<file path="config.mk">
export PLATFORM = sky130hd
export DESIGN_NAME = hazard_ctrl
export DESIGN_NICKNAME = d
export VERILOG_FILES = /design/src/rtl/hazard_ctrl.sv
export SDC_FILE = /design/constraint.sdc
export NUM_CORES = 1
export LEC_CHECK = 0
export BUFFER_PORTS_ARGS = -buffer_cell sky130_fd_sc_hd__buf_2
export CAP_MARGIN = 20
export CORE_UTILIZATION = 54
export DETAILED_ROUTE_END_ITERATION = 8
export PLACE_DENSITY = 0.8
export SETUP_SLACK_MARGIN = 0.2
export SYNTH_ARGS = -nofsm -noshare
export SYNTH_HDL_FRONTEND = slang
export SYNTH_SLANG_ARGS = --single-unit
</file>
<file path="constraint.sdc">
create_clock -name clk -period 2.73 [get_ports clk]
set_input_delay 0.546 -clock clk [delete_from_list [all_inputs] [get_ports clk]]
set_output_delay 0.546 -clock clk [all_outputs]
set_load 0.01 [all_outputs]
</file>
<file path="src/rtl/hazard_ctrl.sv">
// ---------------------------------------------------------------------------
// hazard_ctrl
//   Pipeline hazard controller. Tracks the destination registers of the
//   instructions in EX, MEM and WB with a small shadow scoreboard. It
//   detects load-use hazards, handles branch/CSR redirects and data-memory
//   wait states, and produces registered forwarding selects for the
//   instruction entering EX.
//
// Ports
//   clk, rst            rising-edge clock, asynchronous active-low reset
//   id_*                description of the instruction currently in ID
//   redirect            PC redirect taken from the EX/MEM register
//   mem_busy            data memory not ready, freezes the whole pipe
//   pc_keep, ifid_keep, idex_keep, ex_keep   hold controls (combinational)
//   idex_nop, ex_nop, ifid_flush             squash controls (combinational)
//   fwd_ex/mem/hz/load_pyc   forwarding selects, bit1 = rs1, bit0 = rs2
//   stall_cnt           saturating count of cycles with pc_keep = 1
//   state               FSM state: 0 RUN, 1 LDSTALL, 2 MEMWAIT
//
// Handshake: there is no valid/ready pair. The pipe advances on every edge
// where mem_busy = 0; mem_busy = 1 freezes PC, IF/ID, ID/EX, EX and the
// scoreboard for that edge.
// ---------------------------------------------------------------------------
module hazard_ctrl (
  input  logic        clk,
  input  logic        rst,
  input  logic        id_valid,
  input  logic [4:0]  id_rs1,
  input  logic [4:0]  id_rs2,
  input  logic        id_use_rs1,
  input  logic        id_use_rs2,
  input  logic [4:0]  id_wreg,
  input  logic        id_regwrite,
  input  logic        id_is_load,
  input  logic        redirect,
  input  logic        mem_busy,
  output logic        pc_keep,
  output logic        ifid_keep,
  output logic        idex_keep,
  output logic        idex_nop,
  output logic        ifid_flush,
  output logic        ex_keep,
  output logic        ex_nop,
  output logic [1:0]  fwd_ex_pyc,
  output logic [1:0]  fwd_mem_pyc,
  output logic [1:0]  fwd_hz_pyc,
  output logic [1:0]  fwd_load_pyc,
  output logic [15:0] stall_cnt,
  output logic [1:0]  state
);

  typedef struct packed {
    logic       valid;
    logic [4:0] wreg;
    logic       regwrite;
    logic       is_load;
  } sb_entry_t;

  typedef enum logic [1:0] {
    S_RUN     = 2'd0,
    S_LDSTALL = 2'd1,
    S_MEMWAIT = 2'd2,
    S_BAD     = 2'd3
  } state_t;

  sb_entry_t  r_e, r_m, r_w;
  state_t     r_state;
  logic [1:0] r_fwd_ex, r_fwd_mem, r_fwd_hz, r_fwd_load;
  logic [15:0] r_stall_cnt;

  function automatic logic f_match(input sb_entry_t ent, input logic [4:0] src,
                                   input logic use_bit);
    return ent.valid && ent.regwrite && (ent.wreg != 5'd0) &&
           (ent.wreg == src) && use_bit;
  endfunction

  // Select one forwarding source for one operand: {ex, mem, hz, load}.
  // A loading producer in E never reaches here with a valid consumer, since
  // that case stalls instead.
  function automatic logic [3:0] f_sel(input logic e_hit, input logic e_load,
                                       input logic m_hit, input logic m_load,
                                       input logic w_hit);
    if (e_hit && !e_load)     return 4'b1000;
    else if (m_hit && m_load) return 4'b0001;
    else if (m_hit)           return 4'b0100;
    else if (w_hit)           return 4'b0010;
    else                      return 4'b0000;
  endfunction

  logic w_e1, w_e2, w_m1, w_m2, w_w1, w_w2;
  logic w_load_use, w_act_redir, w_act_ldu, w_act_adv;
  logic [3:0] w_sel1, w_sel2;
  sb_entry_t w_id_entry;

  assign w_e1 = f_match(r_e, id_rs1, id_use_rs1);
  assign w_e2 = f_match(r_e, id_rs2, id_use_rs2);
  assign w_m1 = f_match(r_m, id_rs1, id_use_rs1);
  assign w_m2 = f_match(r_m, id_rs2, id_use_rs2);
  assign w_w1 = f_match(r_w, id_rs1, id_use_rs1);
  assign w_w2 = f_match(r_w, id_rs2, id_use_rs2);

  // LDSTALL always leaves a bubble in E, so a second back-to-back load stall
  // cannot occur; the state term only makes the one-cycle length explicit.
  assign w_load_use = id_valid && r_e.is_load && (w_e1 || w_e2) &&
                      (r_state != S_LDSTALL);

  // Priority: mem_busy > redirect > load-use > advance.
  assign w_act_redir = !mem_busy && redirect;
  assign w_act_ldu   = !mem_busy && !redirect && w_load_use;
  assign w_act_adv   = !mem_busy && !redirect && !w_load_use;

  assign w_sel1 = id_valid ? f_sel(w_e1, r_e.is_load, w_m1, r_m.is_load, w_w1) : 4'b0000;
  assign w_sel2 = id_valid ? f_sel(w_e2, r_e.is_load, w_m2, r_m.is_load, w_w2) : 4'b0000;

  assign w_id_entry = id_valid ? '{valid: 1'b1, wreg: id_wreg,
                                   regwrite: id_regwrite, is_load: id_is_load}
                               : '0;

  // Controls are forced low while reset is asserted.
  assign pc_keep    = rst && (mem_busy || w_act_ldu);
  assign ifid_keep  = rst && (mem_busy || w_act_ldu);
  assign idex_keep  = rst && mem_busy;
  assign ex_keep    = rst && mem_busy;
  assign idex_nop   = rst && (w_act_redir || w_act_ldu);
  assign ifid_flush = rst && w_act_redir;
  assign ex_nop     = rst && w_act_redir;

  always_ff @(posedge clk or negedge rst) begin
    if (!rst) begin
      r_e         <= '0;
      r_m         <= '0;
      r_w         <= '0;
      r_state     <= S_RUN;
      r_fwd_ex    <= '0;
      r_fwd_mem   <= '0;
      r_fwd_hz    <= '0;
      r_fwd_load  <= '0;
      r_stall_cnt <= '0;
    end else begin
      if (pc_keep && (r_stall_cnt != 16'hFFFF))
        r_stall_cnt <= r_stall_cnt + 16'd1;

      case (r_state)
        S_LDSTALL: r_state <= mem_busy ? S_MEMWAIT : S_RUN;
        S_RUN, S_MEMWAIT:
          r_state <= mem_busy ? S_MEMWAIT : (w_act_ldu ? S_LDSTALL : S_RUN);
        default:   r_state <= S_RUN;
      endcase

      // Memory wait freezes scoreboard and forwarding selects.
      if (!mem_busy) begin
        r_w <= r_m;
        // On redirect the instruction in EX is squashed, so it must not
        // forward from MEM next cycle.
        r_m <= w_act_redir ? '0 : r_e;
        r_e <= w_act_adv ? w_id_entry : '0;
        if (w_act_adv) begin
          r_fwd_ex   <= {w_sel1[3], w_sel2[3]};
          r_fwd_mem  <= {w_sel1[2], w_sel2[2]};
          r_fwd_hz   <= {w_sel1[1], w_sel2[1]};
          r_fwd_load <= {w_sel1[0], w_sel2[0]};
        end else begin
          r_fwd_ex   <= '0;
          r_fwd_mem  <= '0;
          r_fwd_hz   <= '0;
          r_fwd_load <= '0;
        end
      end
    end
  end

  assign fwd_ex_pyc   = r_fwd_ex;
  assign fwd_mem_pyc  = r_fwd_mem;
  assign fwd_hz_pyc   = r_fwd_hz;
  assign fwd_load_pyc = r_fwd_load;
  assign stall_cnt    = r_stall_cnt;
  assign state        = r_state;

endmodule

</file>
Word level (Yosys, flattened, before mapping)

Index checks and enable logic that the tools add are counted.

Register bits: 49
Bits of input ports: 24
Output and inout port bits: 33
Word-level logic and storage cells: 95

$add $sub $neg: 1
Equality and inequality tests: 10
Multiplexer cells: 21
Reductions and logical operators: 46

Operators by type and width:

| cell                                                                    | number |
|---|---|
| 1-bit logical AND                                                       | 34 |
| 5-bit equality test                                                     | 6 |
| 8-bit two-way mux                                                       | 3 |
| 16-bit by 1-bit adder with 16-bit output, second input constant         | 1 |
| 2-bit two-way mux                                                       | 8 |
| 4-bit two-way mux                                                       | 4 |
| 16-bit inequality test, second input constant                           | 1 |
| 5-bit nonzero test                                                      | 3 |
| 3-bit two-way mux                                                       | 4 |
| 1-bit logical NOT                                                       | 4 |
| 2-bit one-hot mux with 2 select lines                                   | 1 |
| 1-bit logical OR                                                        | 3 |
| 2-bit by 1-bit equality test with 1-bit output, second input constant   | 1 |
| 2-bit equality test, second input constant                              | 1 |
| 2-bit logical NOT                                                       | 1 |
| 2-bit by 1-bit inequality test with 1-bit output, second input constant | 1 |
| 2-bit OR reduction                                                      | 1 |
| 1-bit two-way mux                                                       | 1 |

Logic depth before layout (Yosys ltp)

Depth after elaboration: 11
Depth in mapped cells: 9
Gate-level depth less buffers: 7

Worst setup path after synthesis

OpenSTA, ideal clock, no wires.

Path type: input to output
Start point: input port id_rs2[3]
End point: output port pc_keep
Arrival: 2.036 ns
Data required time: 2.184 ns
Path slack: 0.148 ns
Cell stages on the path: 9
Path buffers: 3
Cells stage by stage: xor2_1 > nor4_2 > nand3_1 > a211o_1 > o21a_1 > buf_6 > buf_6 > inv_1 > buf_4

Cells in the longest elaborated chain, start to end: 9

Ends and longest elaborated chain:

| element                         | line | text |
|---|---|---|
| start, declared                 | 29   | `input logic [4:0] id_rs2,` |
| 5-bit equality test             | 74   | `(ent.wreg == src) && use_bit;` |
| 1-bit logical AND               | 73   | `return ent.valid && ent.regwrite && (ent.wreg != 5'd0) &&` |
| 1-bit logical AND               | 74   |  |
| 1-bit logical OR                | 104  | `assign w_load_use = id_valid && r_e.is_load && (w_e1 \|\| w_e2) &&` |
| 1-bit logical AND (2 in series) | 104  |  |
| 1-bit logical AND               | 109  | `assign w_act_ldu = !mem_busy && !redirect && w_load_use;` |
| 1-bit logical OR                | -    |  |
| 1-bit logical AND               | -    |  |
| end, declared                   | 37   | `output logic pc_keep,` |

Every way passes these cells.

Worst setup path in the final report

Start point: register r_e[3] (netlist bit)
End point: output port idex_nop

Cells in the longest elaborated chain, start to end: 10
Elaborated cells on any way between the ends: 14
Those cells by class: 2 x eq/ne; 12 x reduce/logical

Ends and longest elaborated chain:

| element                           | line | text |
|---|---|---|
| start, declared                   | 66   | `sb_entry_t r_e, r_m, r_w;` |
| start signal, assigned            | 156  | `r_e <= w_act_adv ? w_id_entry : '0;` |
| 5-bit nonzero test                | 73   |  |
| 1-bit logical AND (2 in series)   | 73   |  |
| 1-bit logical AND                 | 74   |  |
| 1-bit logical OR *                | 104  |  |
| 1-bit logical AND * (2 in series) | 104  |  |
| 1-bit logical AND *               | 109  |  |
| 1-bit logical OR *                | 124  | `assign idex_nop = rst && (w_act_redir \|\| w_act_ldu);` |
| 1-bit logical AND *               | 124  |  |
| end, declared                     | 40   | `output logic idex_nop,` |

Every way passes the cells marked *; elsewhere a longest branch is shown, timed or not.

==> metrics.txt <==
Post-synth EDFFs 0; commonest cells after routing, fill and taps aside buf_2, dfrtp_1, xor2_1; clock latency on the worst-skew pair 310 ps; Power Density 540 nW/µm²; Req. time, crit path 2180 ps; Clock Skews 7.07 ps; crit path launch type register; Placed Area 2880 µm²; fin crit period 2840 ps; Final HPWL DP 4.14 mm; Routed Antenna Nets 0; DRT iter0 DRCs 99; non-filler cells, final 369; Mapped Nets 260; stages on the worst setup path 7; Remaining Overflow, GRT 0; Core Region 4410 µm²; slew margin rel. 58.9%; synthesized-area fraction occupied by adder cells 0.495%; I/O pin cnt 57; H-tree depth 2; Achievable Freq 352 MHz; mux contribution to synthesized area 3.56%; post-synthesis xor/xnor area fraction 15.2%; Lkg Pwr 1.66 nW; die area 4960 µm²; setup slack after placement 52.6 ps; Critical Path Max Stage Delay 470 ps; Netlist cell types 38; simple-gate area share of the yosys netlist 19.0%; first-pass GRT wire length 9.88 mm; Worst-path clk slew 90 ps; Hold WS 111 ps; synthesis-to-finish area growth 29.4%; final hold vios 0; Mapped Cells 235; gr usage total 25.6%; Hold Buf Count CTS 0; gpl congestion 0.925; reg2reg path depth 15; via density per instance 5.67; reg2reg end fwd_hz_pyc[0]; CP endpoint kind primary output; Max clock buf depth 2; post-synthesis compound-gate area fraction 9.80%; critical path's top delay family simple AND/OR/NAND/NOR gates; final worst setup slack -111 ps; ys flop type dfrtp_1; # rows 24; worst setup path class register to primary output; largest net degree at the start of global routing 31; DRT Wirelength 6.28 mm; cell chain of the critical path xor2_2 > nor4_2 > nand3_1 > a211o_4 > nor2b_4 > nor3b_2 > buf_2; Worst VDD drop 398 µV; Tcrit/Tclk final 104%; FFs w/ async S/R, synth 100%; commonest non-fill, non-tap cell in the layout buf_2; TritonCTS buffer count 5; Layout Nets 341; setup violators final 3; clock root cell clkbuf_8; Clock Sinks 49; initial core utilization 57.3%; register area share after synthesis 48.5%; main combinational cell family by area after synthesis simple AND/OR/NAND/NOR gates; Final Cell Area 3270 µm²; number of synthesized register bits 49; reg2reg setup slack 20 ps; ANT cells 0; status finished, violations left; worst path bufs/invs 1; Design Power 1.77 mW; unrepaired setup endpoints after global routing true; share of cells above drive strength 1 38.2%; Cells after DPL 341; CP startpoint r_e[3]; Crit Path Max Fanout 5; FF-to-FF Start r_e[3]; Synthesis Warnings 0; initial antenna violation count 0; Die Ht 70.4 µm; Pre-Repair DR Iteration Count 4; Max Slew Vio Count 0; DRC viols 0; Die W 70.4 µm; DR vias 2092; WL/cell 17.0 µm; WP data arrival 2290 ps; vias in the first global route 2125; Port Buffers 56; worst setup path endpoint idex_nop; failing checks setup timing; syn avg cell area 10.8 µm²; CP max stage cell dfrtp_2; Post-Syn Area 2530 µm²; TritonCTS clock tree built; worst-margin pin slew 611 ps; maxcap violations 0; Min-Delay Path Class primary input to asynchronous set/reset pin
## worst register-to-register path, delay by kind of cell, from the launching register on
family | cells | cell delay [ps]
AND/OR/NAND/NOR | 4 | 690
XOR/XNOR | 1 | 170
flip-flops | 1 | 470
AO/OA/AOI/OAI | 1 | 260
buffers and inverters | 9 | 990
## Yosys cell counts, types with 2 or more instances
master     n  area share (%)
a22o_1    11             3.8
a32o_1     4             1.6
and3_1     3            0.74
buf_4      3            0.89
buf_6      2            0.89
clkbuf_1   7             1.0
dfrtp_1   49              48
inv_1      4            0.59
mux2_2     7             3.1
nand2_1   19             2.8
nand2b_1  11             2.7
nand3_1    7             1.4
nand4_1    3            0.74
nor2_1     8             1.2
nor2b_1    3            0.74
nor3_1    11             2.2
nor3b_1    3            0.89
nor4_1     8             2.0
nor4b_2    2             1.2
o21ai_0    9             1.8
or4_1      2            0.59
xnor2_1    6             2.1
xor2_1    38              13
## power by group
group / total, mW / internal [mW] / leakage, nW / switching (mW)
clock network: 0.549 / 0.298 / 0.0574 / 0.251
logic: 0.334 / 0.161 / 0.952 / 0.173
registers: 0.883 / 0.793 / 0.650 / 0.0897
## cells by family (layout without fill, tap and decap cells)
| family | count (synthesis) | in the layout |
|---|---|---|
| DFF | 49 | 49 |
| buffers and inverters | 16 | 98 |
| muxes | 8 | 8 |
| AOI/OAI and AO/OA | 32 | 32 |
| and+or+nand+nor | 85 | 85 |
| adders and majority gates | 1 | 1 |
| xor gates and xnor gates | 44 | 44 |
## through the flow
| step | util, % | setup TNS [ps] |
|---|---|---|
| 2_1_floorplan | - | 0 |
| 3_3_place_gp | 65.2 | 0 |
| 3_5_place_dp | 65.2 | 0 |
| 4_1_cts | 71.2 | -19.2 |
| 5_1_grt | 74.1 | -485 |
| 6_report | 74.1 | -212 |
## flip-flops by register name, indices dropped and copies added, names as in the netlist
register	flops
stall_cnt	16
r_w	7
r_e	8
r_m	8
fwd_load_pyc	2
fwd_ex_pyc	2
state	2
fwd_hz_pyc	2
fwd_mem_pyc	2
## how the worst min path moves through the flow
| stage | from | end | cells after the start |
|---|---|---|---|
| after floorplan | rst | fwd_ex_pyc[0] | 0 |
| after global placement | rst | stall_cnt[12] | 1 |
| after detailed placement | rst | stall_cnt[12] | 1 |
| after CTS | rst | stall_cnt[5] | 1 |
| after global routing | rst | stall_cnt[4] | 1 |
| final | rst | stall_cnt[5] | 1 |
## cell type report
class                           count  area [µm²]
Inverter                            4        15.0
Timing Repair Buffer               86         556
Fill cell                         302        1140
Tap cell                           52        65.1
Clock buffer                        6        82.6
Multi-Input combinational cell    170        1290
Clock inverter                      2        37.5
Sequential cell                    49        1230
## routing by layer
layer,vias up,GRT usage [%],share of wire [%]
met5,-,0,0
met4,0,7.33,2.8
met3,16,5.34,5.7
met2,83,42.2,49
met1,1007,34.2,43
li1,986,-,-
## timing repair
action / in CTS / in global routing
gates resized for setup: 9 / 21
endpoints found under the setup margin: 4 / 9
pin swaps: 6 / 12
buffers inserted: 16 / 4
No activity file was read; power rests on OpenSTA's default activity.
